===== config.mk =====
export PLATFORM = sky130hd
export DESIGN_NAME = decimal_string_formatter
export DESIGN_NICKNAME = d
export VERILOG_FILES = /design/src/rtl/decimal_string_formatter.sv
export SDC_FILE = /design/constraint.sdc
export NUM_CORES = 1
export LEC_CHECK = 0
export BUFFER_PORTS_ARGS = -buffer_cell sky130_fd_sc_hd__buf_2
export CORE_ASPECT_RATIO = 0.9
export CORE_MARGIN = 2
export CORE_UTILIZATION = 35
export CTS_BUF_LIST = sky130_fd_sc_hd__clkbuf_2 sky130_fd_sc_hd__clkbuf_4 sky130_fd_sc_hd__clkbuf_8
export DETAILED_ROUTE_END_ITERATION = 16
export GPL_TIMING_DRIVEN = 0
export PLACE_DENSITY = 0.58
export SETUP_SLACK_MARGIN = 0.3
export SYNTH_ARGS = -nofsm -noshare
export SYNTH_HDL_FRONTEND = slang
export SYNTH_SLANG_ARGS = --single-unit

===== constraint.sdc =====
create_clock -name clk -period 2.94 [get_ports clk]
set_input_delay 0.294 -clock clk [delete_from_list [all_inputs] [get_ports clk]]
set_output_delay 0.294 -clock clk [all_outputs]
set_load 0.005 [all_outputs]

===== src/rtl/decimal_string_formatter.sv =====
// ============================================================================
// Module  : decimal_string_formatter
// Brief   : Binary-to-ASCII decimal (double-dabble) with optional "tag=" prefix,
//           presented right-aligned to a string sender via Ready/Busy handshake.
// Revision: 1.0 - initial release
// ============================================================================
`default_nettype none

module decimal_string_formatter #(
    parameter int VALUE_BITS               = 32,
    parameter int DIGITS                   = 10,
    parameter int TX_STRING_COUNT_BIT      = 4,
    parameter int TX_STRING_MAX_LENGTH     = 13,
    parameter int TX_STRING_MAX_BIT_LENGTH = TX_STRING_MAX_LENGTH * 8
) (
    input  logic                                clk,
    input  logic                                resetn,
    input  logic [VALUE_BITS-1:0]               value_in,
    input  logic [7:0]                          tag_in,
    input  logic                                start,
    output logic                                busy,
    output logic [TX_STRING_COUNT_BIT-1:0]      TXStringLen,
    output logic [TX_STRING_MAX_BIT_LENGTH-1:0] TXString,
    output logic                                TXStringReady,
    input  logic                                TXStringBusy
);

    localparam int C_CNT_W = $clog2(VALUE_BITS + 1);
    localparam int C_BCD_W = DIGITS * 4;
    localparam int C_PAD_W = TX_STRING_MAX_BIT_LENGTH - DIGITS * 8;

    typedef enum logic [2:0] {
        S_IDLE      = 3'd0,
        S_CONVERT   = 3'd1,
        S_PACK      = 3'd2,
        S_SEND      = 3'd3,
        S_WAIT_DONE = 3'd4
    } state_t;

    state_t                          r_state;
    logic [VALUE_BITS-1:0]           r_shift;
    logic [C_BCD_W-1:0]              r_bcd;
    logic [7:0]                      r_tag;
    logic [C_CNT_W-1:0]              r_count;

    logic [C_BCD_W-1:0]              w_bcd_adj;
    logic [DIGITS*8-1:0]             w_dig_ascii;
    logic [TX_STRING_MAX_BIT_LENGTH-1:0] w_ascii;
    logic [TX_STRING_MAX_BIT_LENGTH-1:0] w_str;
    int                              w_ndig;
    int                              w_len;

    generate
        for (genvar i = 0; i < DIGITS; i++) begin : g_nibble
            assign w_bcd_adj[i*4 +: 4]   = (r_bcd[i*4 +: 4] >= 4'd5) ? r_bcd[i*4 +: 4] + 4'd3
                                                                     : r_bcd[i*4 +: 4];
            assign w_dig_ascii[i*8 +: 8] = {4'h3, r_bcd[i*4 +: 4]};
        end
    endgenerate

    assign w_ascii = {{C_PAD_W{1'b0}}, w_dig_ascii};

    // Leading zeros are suppressed, but at least one digit is always emitted.
    always_comb begin
        w_ndig = 1;
        for (int i = 1; i < DIGITS; i++) begin
            if (r_bcd[i*4 +: 4] != 4'd0) begin
                w_ndig = i + 1;
            end
        end
    end

    always_comb begin
        w_str = '0;
        for (int i = 0; i < TX_STRING_MAX_LENGTH; i++) begin
            if (i < w_ndig) begin
                w_str[i*8 +: 8] = w_ascii[i*8 +: 8];
            end else if ((r_tag != 8'd0) && (i == w_ndig)) begin
                w_str[i*8 +: 8] = 8'h3D;
            end else if ((r_tag != 8'd0) && (i == w_ndig + 1)) begin
                w_str[i*8 +: 8] = r_tag;
            end
        end
        w_len = (r_tag != 8'd0) ? w_ndig + 2 : w_ndig;
    end

    always_ff @(posedge clk or negedge resetn) begin
        if (!resetn) begin
            r_state       <= S_IDLE;
            r_shift       <= '0;
            r_bcd         <= '0;
            r_tag         <= '0;
            r_count       <= '0;
            busy          <= 1'b0;
            TXStringLen   <= '0;
            TXString      <= '0;
            TXStringReady <= 1'b0;
        end else begin
            case (r_state)
                S_IDLE: begin
                    if (start) begin
                        r_shift <= value_in;
                        r_tag   <= tag_in;
                        r_bcd   <= '0;
                        r_count <= C_CNT_W'(VALUE_BITS);
                        busy    <= 1'b1;
                        r_state <= S_CONVERT;
                    end
                end
                S_CONVERT: begin
                    r_bcd   <= {w_bcd_adj[C_BCD_W-2:0], r_shift[VALUE_BITS-1]};
                    r_shift <= {r_shift[VALUE_BITS-2:0], 1'b0};
                    r_count <= r_count - C_CNT_W'(1);
                    if (r_count == C_CNT_W'(1)) begin
                        r_state <= S_PACK;
                    end
                end
                S_PACK: begin
                    TXString    <= w_str;
                    TXStringLen <= TX_STRING_COUNT_BIT'(w_len);
                    r_state     <= S_SEND;
                end
                S_SEND: begin
                    // Ready is always asserted for at least one cycle, even if the sender is already busy.
                    if (!TXStringReady) begin
                        TXStringReady <= 1'b1;
                    end else if (TXStringBusy) begin
                        TXStringReady <= 1'b0;
                        r_state       <= S_WAIT_DONE;
                    end
                end
                S_WAIT_DONE: begin
                    if (!TXStringBusy) begin
                        busy    <= 1'b0;
                        r_state <= S_IDLE;
                    end
                end
                default: begin
                    r_state <= S_IDLE;
                end
            endcase
        end
    end

endmodule

`default_nettype wire


-- Yosys cells after proc, flatten, opt, wreduce, memory -nomap -nowiden
Index checks and enable logic that the tools add are counted.
- bits in registers: 199
- bits of input ports: 44
- output and inout bits: 110
- word-level logic and storage cells: 200
- reductions and logical operators: 45
- equality and inequality tests: 34
- add/sub/neg operators: 13
- order comparisons: 23
- multiplexer cells: 76
- operators with widths (kind ; count):
    $eq A5 B32 Y1 const A ; 10
    $mux W8 ; 39
    $eq A4 B32 Y1 const A ; 8
    $mux W32 ; 8
    $lt A5 B32 Y1 const A ; 5
    $eq A3 B32 Y1 const A ; 4
    $lt A4 B32 Y1 const A ; 4
    $pmux W40 S2 ; 1
    $eq A2 B32 Y1 const A ; 2
    $logic_not A32 Y1 ; 2
    $lt A3 B32 Y1 const A ; 2
    $pmux W32 S2 ; 1
    $ge A4 B3 Y1 const B ; 10
    $mux W4 ; 10
    $mux W40 ; 1
    $add A4 B2 Y4 const B ; 9
    $reduce_bool A4 Y1 ; 9
    $add A32 B2 Y32 const B ; 1
    $lt A1 B32 Y1 const A ; 1
    $lt A2 B32 Y1 const A ; 1
    $logic_and A1 B1 Y1 ; 26
    $mux W3 ; 6
    $pmux W3 S5 ; 1
    $pmux W6 S2 ; 1
    18 further kinds ; 29

-- Longest topological paths before layout
- depth in word-level cells: 16
- gate-level depth with buffers: 15
- depth with buffers taken out: 13

-- Worst setup path after synthesis
Ideal clock, no wire load.
- path type: register -> register
- from: register r_bcd[24]
- to: register TXString[68]
- path slack: -177 ps
- path buffers: 2
- stages on the path, launching flop included: 15
- period minus slack after synthesis: 3117 ps
- required time: 2863 ps
- data arrival time: 3041 ps
- setup time: 77 ps
- path through: dfrtp_1 -> inv_1 -> ha_1 -> or3b_2 -> nor2_1 -> and2_1 -> buf_2 -> o21ai_1 -> ha_1 -> nand2_1 -> o21ai_0 -> a21o_1 -> buf_6 -> or4_4 -> o21ai_1
- word-level cells in the longest chain between the ends: 11
- elaborated cells on any way between the ends: 14
- those cells by class: 1 x add/sub; 1 x order compare; 2 x eq/ne; 7 x mux; 3 x reduce/logical
- RTL lines (element ; RTL line ; RTL):
    from (decl) ; 42 ; logic [C_BCD_W-1:0] r_bcd;
    from (signal assigned) ; 111 ; r_bcd <= {w_bcd_adj[C_BCD_W-2:0], r_shift[VALUE_BITS-1]};
    $reduce_bool A4 Y1 (*) ; 67 ; if (r_bcd[i*4 +: 4] != 4'd0) begin
    $mux W32 (*) (4 in series) ; 67 ;
    $add A32 B2 Y32 ; 80 ; end else if ((r_tag != 8'd0) && (i == w_ndig + 1)) begin
    $eq A5 B32 Y1 ; 80 ;
    $logic_and A1 B1 Y1 ; 80 ;
    $mux W8 ; 80 ;
    $mux W8 ; 78 ; end else if ((r_tag != 8'd0) && (i == w_ndig)) begin
    $mux W8 (*) ; 76 ; if (i < w_ndig) begin
    to (signal assigned) ; 119 ; TXString <= w_str;
    to (decl) ; 23 ; output logic [TX_STRING_MAX_BIT_LENGTH-1:0] TXString,
Mark *: on every way between the ends. The rest lies on a longest branch, timed or not.
A chain may end at the register's enable or synchronous reset.

-- Worst setup path in the final report
- from: register r_bcd[5]
- to: register TXString[69]
- word-level cells in the longest chain between the ends: 16
- elaborated cells on any way between the ends: 19
- those cells by class: 1 x add/sub; 1 x order compare; 2 x eq/ne; 12 x mux; 3 x reduce/logical
- RTL lines (element ; RTL line):
    $reduce_bool A4 Y1 (*) ; 67
    $mux W2 (*) (2 in series) ; 67
    $mux W32 (*) (7 in series) ; 67
    $add A32 B2 Y32 ; 80
    $eq A5 B32 Y1 ; 80
    $logic_and A1 B1 Y1 ; 80
    $mux W8 ; 80
    $mux W8 ; 78
    $mux W8 (*) ; 76
Marks and branches as above.

==> results.yml <==
outcome:
  run_status: "finished, violations left"
  violated_checks: "negative setup slack"
sta:
  final_min_period_over_clock_period: 1.02
  timing.final.crit_period_ps: 2990
  final_max_slew_viol_count: 0
  rsz0062_at_grt: "yes"
  hold_viol_final: 0
  clock-skew-final_ps: 18.8
  tightest_slew_ps: 921
  timing.hold.ws_ps: 11.8
  relSlewSlack: 0.386
  worst_case_setup_margin_in_the_final_layout_ps: -45.9
  fmax_mhz: 335
  fin_tns_setup_ps: -120
  setup-violations-final: 4
critical_path:
  cpMaxStageDelayCell: "sky130_fd_sc_hd__or4_4"
  critPathCapture: "TXString[69]"
  cp_num_buf_inv: 3
  rr_worst_depth: 14
  path_depth: 14
  register_to_register_setup_slack_ps: -50
  worst_setup_path_start_kind: "register"
  element_type_at_the_critical_path_end: "register"
  crit-reg2reg-capture: "TXString[69]"
  path_cells: "inv_2, ha_4, or3b_4, o211ai_1, and2_1, buf_6, o21ai_4, ha_4, nand2_4, o21ai_4, a21o_1, buf_6, or4_4, o21ai_2"
  timing.critical_path.from: "r_bcd[5]"
  worst-endpoint-arrival_ps: 3410
  worst_path_required_ps: 3370
  max_stage_delay_ps: 560
  crit_type: "register to register"
  cp_max_fo: 4
  worst_r2r_startpoint: "r_bcd[5]"
  cp_top_family: "simple AND/OR/NAND/NOR gates"
logic_synthesis:
  area_contributors_post_synth: "sky130_fd_sc_hd__dfrtp_1, sky130_fd_sc_hd__nand2_1, sky130_fd_sc_hd__o21ai_0"
  synthesis.area_mm2: 0.00942
  synth_register_bits: 199
  yosys.cell_types.count: 69
  commonest_cells_post_synth: "sky130_fd_sc_hd__nand2_1, sky130_fd_sc_hd__dfrtp_1, sky130_fd_sc_hd__o21ai_0, sky130_fd_sc_hd__nor2_1, sky130_fd_sc_hd__a21oi_1"
  number_of_enable_flip_flop_cells_after_synthesis: 0
  synth_async_reset_ratio: 1.00
  syn-instance-count: 993
  synth_largest_area_cell: "sky130_fd_sc_hd__dfrtp_1"
  netlist.area_leader.share: 0.529
  synth_flop_cell: "sky130_fd_sc_hd__dfrtp_1"
  syn-mean-instance-area_um2: 9.48
  synth_nets: 1063
  post-synth-top-count-cell: "sky130_fd_sc_hd__nand2_1"
  synth.yosys.warnings: 0
  synth_seq_area_share: 0.529
routing:
  remaining_drc_errors: 0
  detailroute.wirelength.met3_um: 1850
  detail_route.wirelength.met1_um: 13900
  route.met2.wl_um: 13400
  drt_first_iter_violations: 518
  vias: 8456
  drt-total-wl_um: 29800
  topRoutingLayerUsed: "met4"
  route.antenna.remaining_nets: 0
  drt_pre_antenna_iters: 5
  route.detailed.vias_per_inst: 5.31
  routedWlPerCell_um: 18.7
job:
  drv.max_cap_violation_count: 0
clocking:
  cts-root-to-sink-buffers: 2
  cts.htree.levels: 4
  inserted_clock_buffers: 17
  cts_root_buf: "sky130_fd_sc_hd__clkbuf_8"
  clkTransAtPathRegs_ps: 110
  tritoncts: "done"
  cts_num_sinks: 199
  clock_latency_ps: 490
cells_and_area:
  fill_cells: 2577
  layoutNonFillerInstCount: 1592
  nets: 1302
  drive_above_1_share: 0.310
  layout-area-overhead-vs-synth_pct: 29.7
  num_antenna_cells: 0
  postLayoutCellArea_mm2: 0.0122
power_and_ir_drop:
  leakagePower_nw: 5.57
  ir_drop_v: 0.000424
  power-per-cell-area_mw_per_mm2: 1060
floorplanning:
  fp.dieW_um: 177
  core_rows: 56
  dieArea_mm2: 0.0282
  initial_standard_cell_utilization_of_the_core: 0.358
  die_height_um: 160
  core_mm2: 0.0263
  ios: 154
grt:
  first_global_vias: 8097
  grt_first_pass_wirelength_um: 46100
  antenna_found_initial: 0
  grtUsageTotal: 0.211
  grt_overflow_total: 0
  largest_net_degree_at_the_start_of_global_routing: 115
hold_path:
  class_of_the_most_critical_hold_timing_path: "primary input to register"
  holdCritStartpoint: "tag_in[2]"
placement:
  place.gp.congestion: 0.930
  detailed_place.area_mm2: 0.0108
  placed_cell_count: 1495
  dp_hpwl_um: 20800
  number_of_port_buffers: 153
  place_ws_ps: -536
-- tightest hold or removal path, delay by kind of cell --
kind	cells	cell delay, ps
AND/OR/NAND/NOR	2	90
buffers and inverters	1	80
-- state kept, by name (all words and copies together) (netlist names) --
signal,cells
TXString,104
r_bcd,40
r_shift,32
r_tag,8
r_count,6
TXStringLen,4
r_state,3
TXStringReady,1
busy,1
-- power breakdown --
group          internal, W  switching (W)
Sequential         0.00382       0.000869
Clock             0.000634        0.00108
Combinational      0.00276        0.00374
-- cells by family after synthesis --
| group | Yosys count | share of synthesized area |
|---|---|---|
| AO/OA/AOI/OAI | 278 | 0.192 |
| buffers and inverters | 83 | 0.0349 |
| flip-flops | 199 | 0.529 |
| AND/OR/NAND/NOR | 386 | 0.191 |
| XOR/XNOR | 21 | 0.0195 |
| adder cells (fa/ha/maj) | 26 | 0.0346 |
-- layout by cell type (no fill, tap or decap), types with 8 or more instances in the layout --
cell type	netlist	routed
sky130_fd_sc_hd__a21oi_1	64	51
sky130_fd_sc_hd__a21oi_2	2	12
sky130_fd_sc_hd__a22oi_1	33	32
sky130_fd_sc_hd__a32o_1	10	10
sky130_fd_sc_hd__buf_2	8	156
sky130_fd_sc_hd__buf_4	0	56
sky130_fd_sc_hd__clkbuf_1	44	34
sky130_fd_sc_hd__clkbuf_2	0	9
sky130_fd_sc_hd__clkbuf_8	0	17
sky130_fd_sc_hd__dfrtp_1	199	196
sky130_fd_sc_hd__ha_1	26	15
sky130_fd_sc_hd__ha_4	0	10
sky130_fd_sc_hd__inv_1	26	9
sky130_fd_sc_hd__inv_2	0	15
sky130_fd_sc_hd__nand2_1	219	207
sky130_fd_sc_hd__nand2_4	1	8
sky130_fd_sc_hd__nand2b_1	10	10
sky130_fd_sc_hd__nand4_1	9	9
sky130_fd_sc_hd__nor2_1	71	65
sky130_fd_sc_hd__nor3_1	8	8
sky130_fd_sc_hd__o21ai_0	72	50
sky130_fd_sc_hd__o21ai_1	6	20
sky130_fd_sc_hd__o22ai_1	18	18
sky130_fd_sc_hd__o31ai_1	14	14
sky130_fd_sc_hd__o32ai_1	9	9
sky130_fd_sc_hd__xnor2_1	13	13
sky130_fd_sc_hd__xor2_1	8	8
-- metrics by stage --
step / total power (W) / util
finish: 0.0129 / 0.465
global placement: 0.0100 / 0.408
CTS: 0.0125 / 0.448
global route: 0.0138 / 0.465
floorplan: 0.00809 / -
detailed placement: 0.0101 / 0.410
-- area by class of cell --
cell class                 count  area [um2]  share of cell area
buffer                        56         265              0.0217
clock buffer                  19         249              0.0204
clock inverter                12         114             0.00933
inverter                      26         108             0.00881
multi-input combinational    711        4680               0.383
sequential                   199        4980               0.408
tap                          348         435              0.0357
timing repair buffer         221        1380               0.113
-- worst min path at each step --
stage | cells after the start | slack, ps | endpoint
after floorplan | 0 | -2 | TXStringLen[0]
after global placement | 1 | 450 | TXString[4]
after detailed placement | 1 | 340 | TXString[13]
after CTS | 3 | 3 | r_tag[2]
after global routing | 2 | 5 | r_shift[0]
final | 3 | 10 | r_tag[2]
-- layer usage --
metal  up-vias  GRT usage
met3        36     0.0413
met5         -          0
met4         0     0.0552
met1      4174      0.301
met2       281      0.327
li1       3965          -
-- timing repair --
item	4_1_cts	5_1_grt
endpoints found under the setup margin	105	91
gates cloned	0	0
hold buffers	2	1
setup buffers	36	28
resized for setup	96	58
hold endpoints to repair	86	1
pin swaps	26	33
Power figures use the tool's default switching activity.
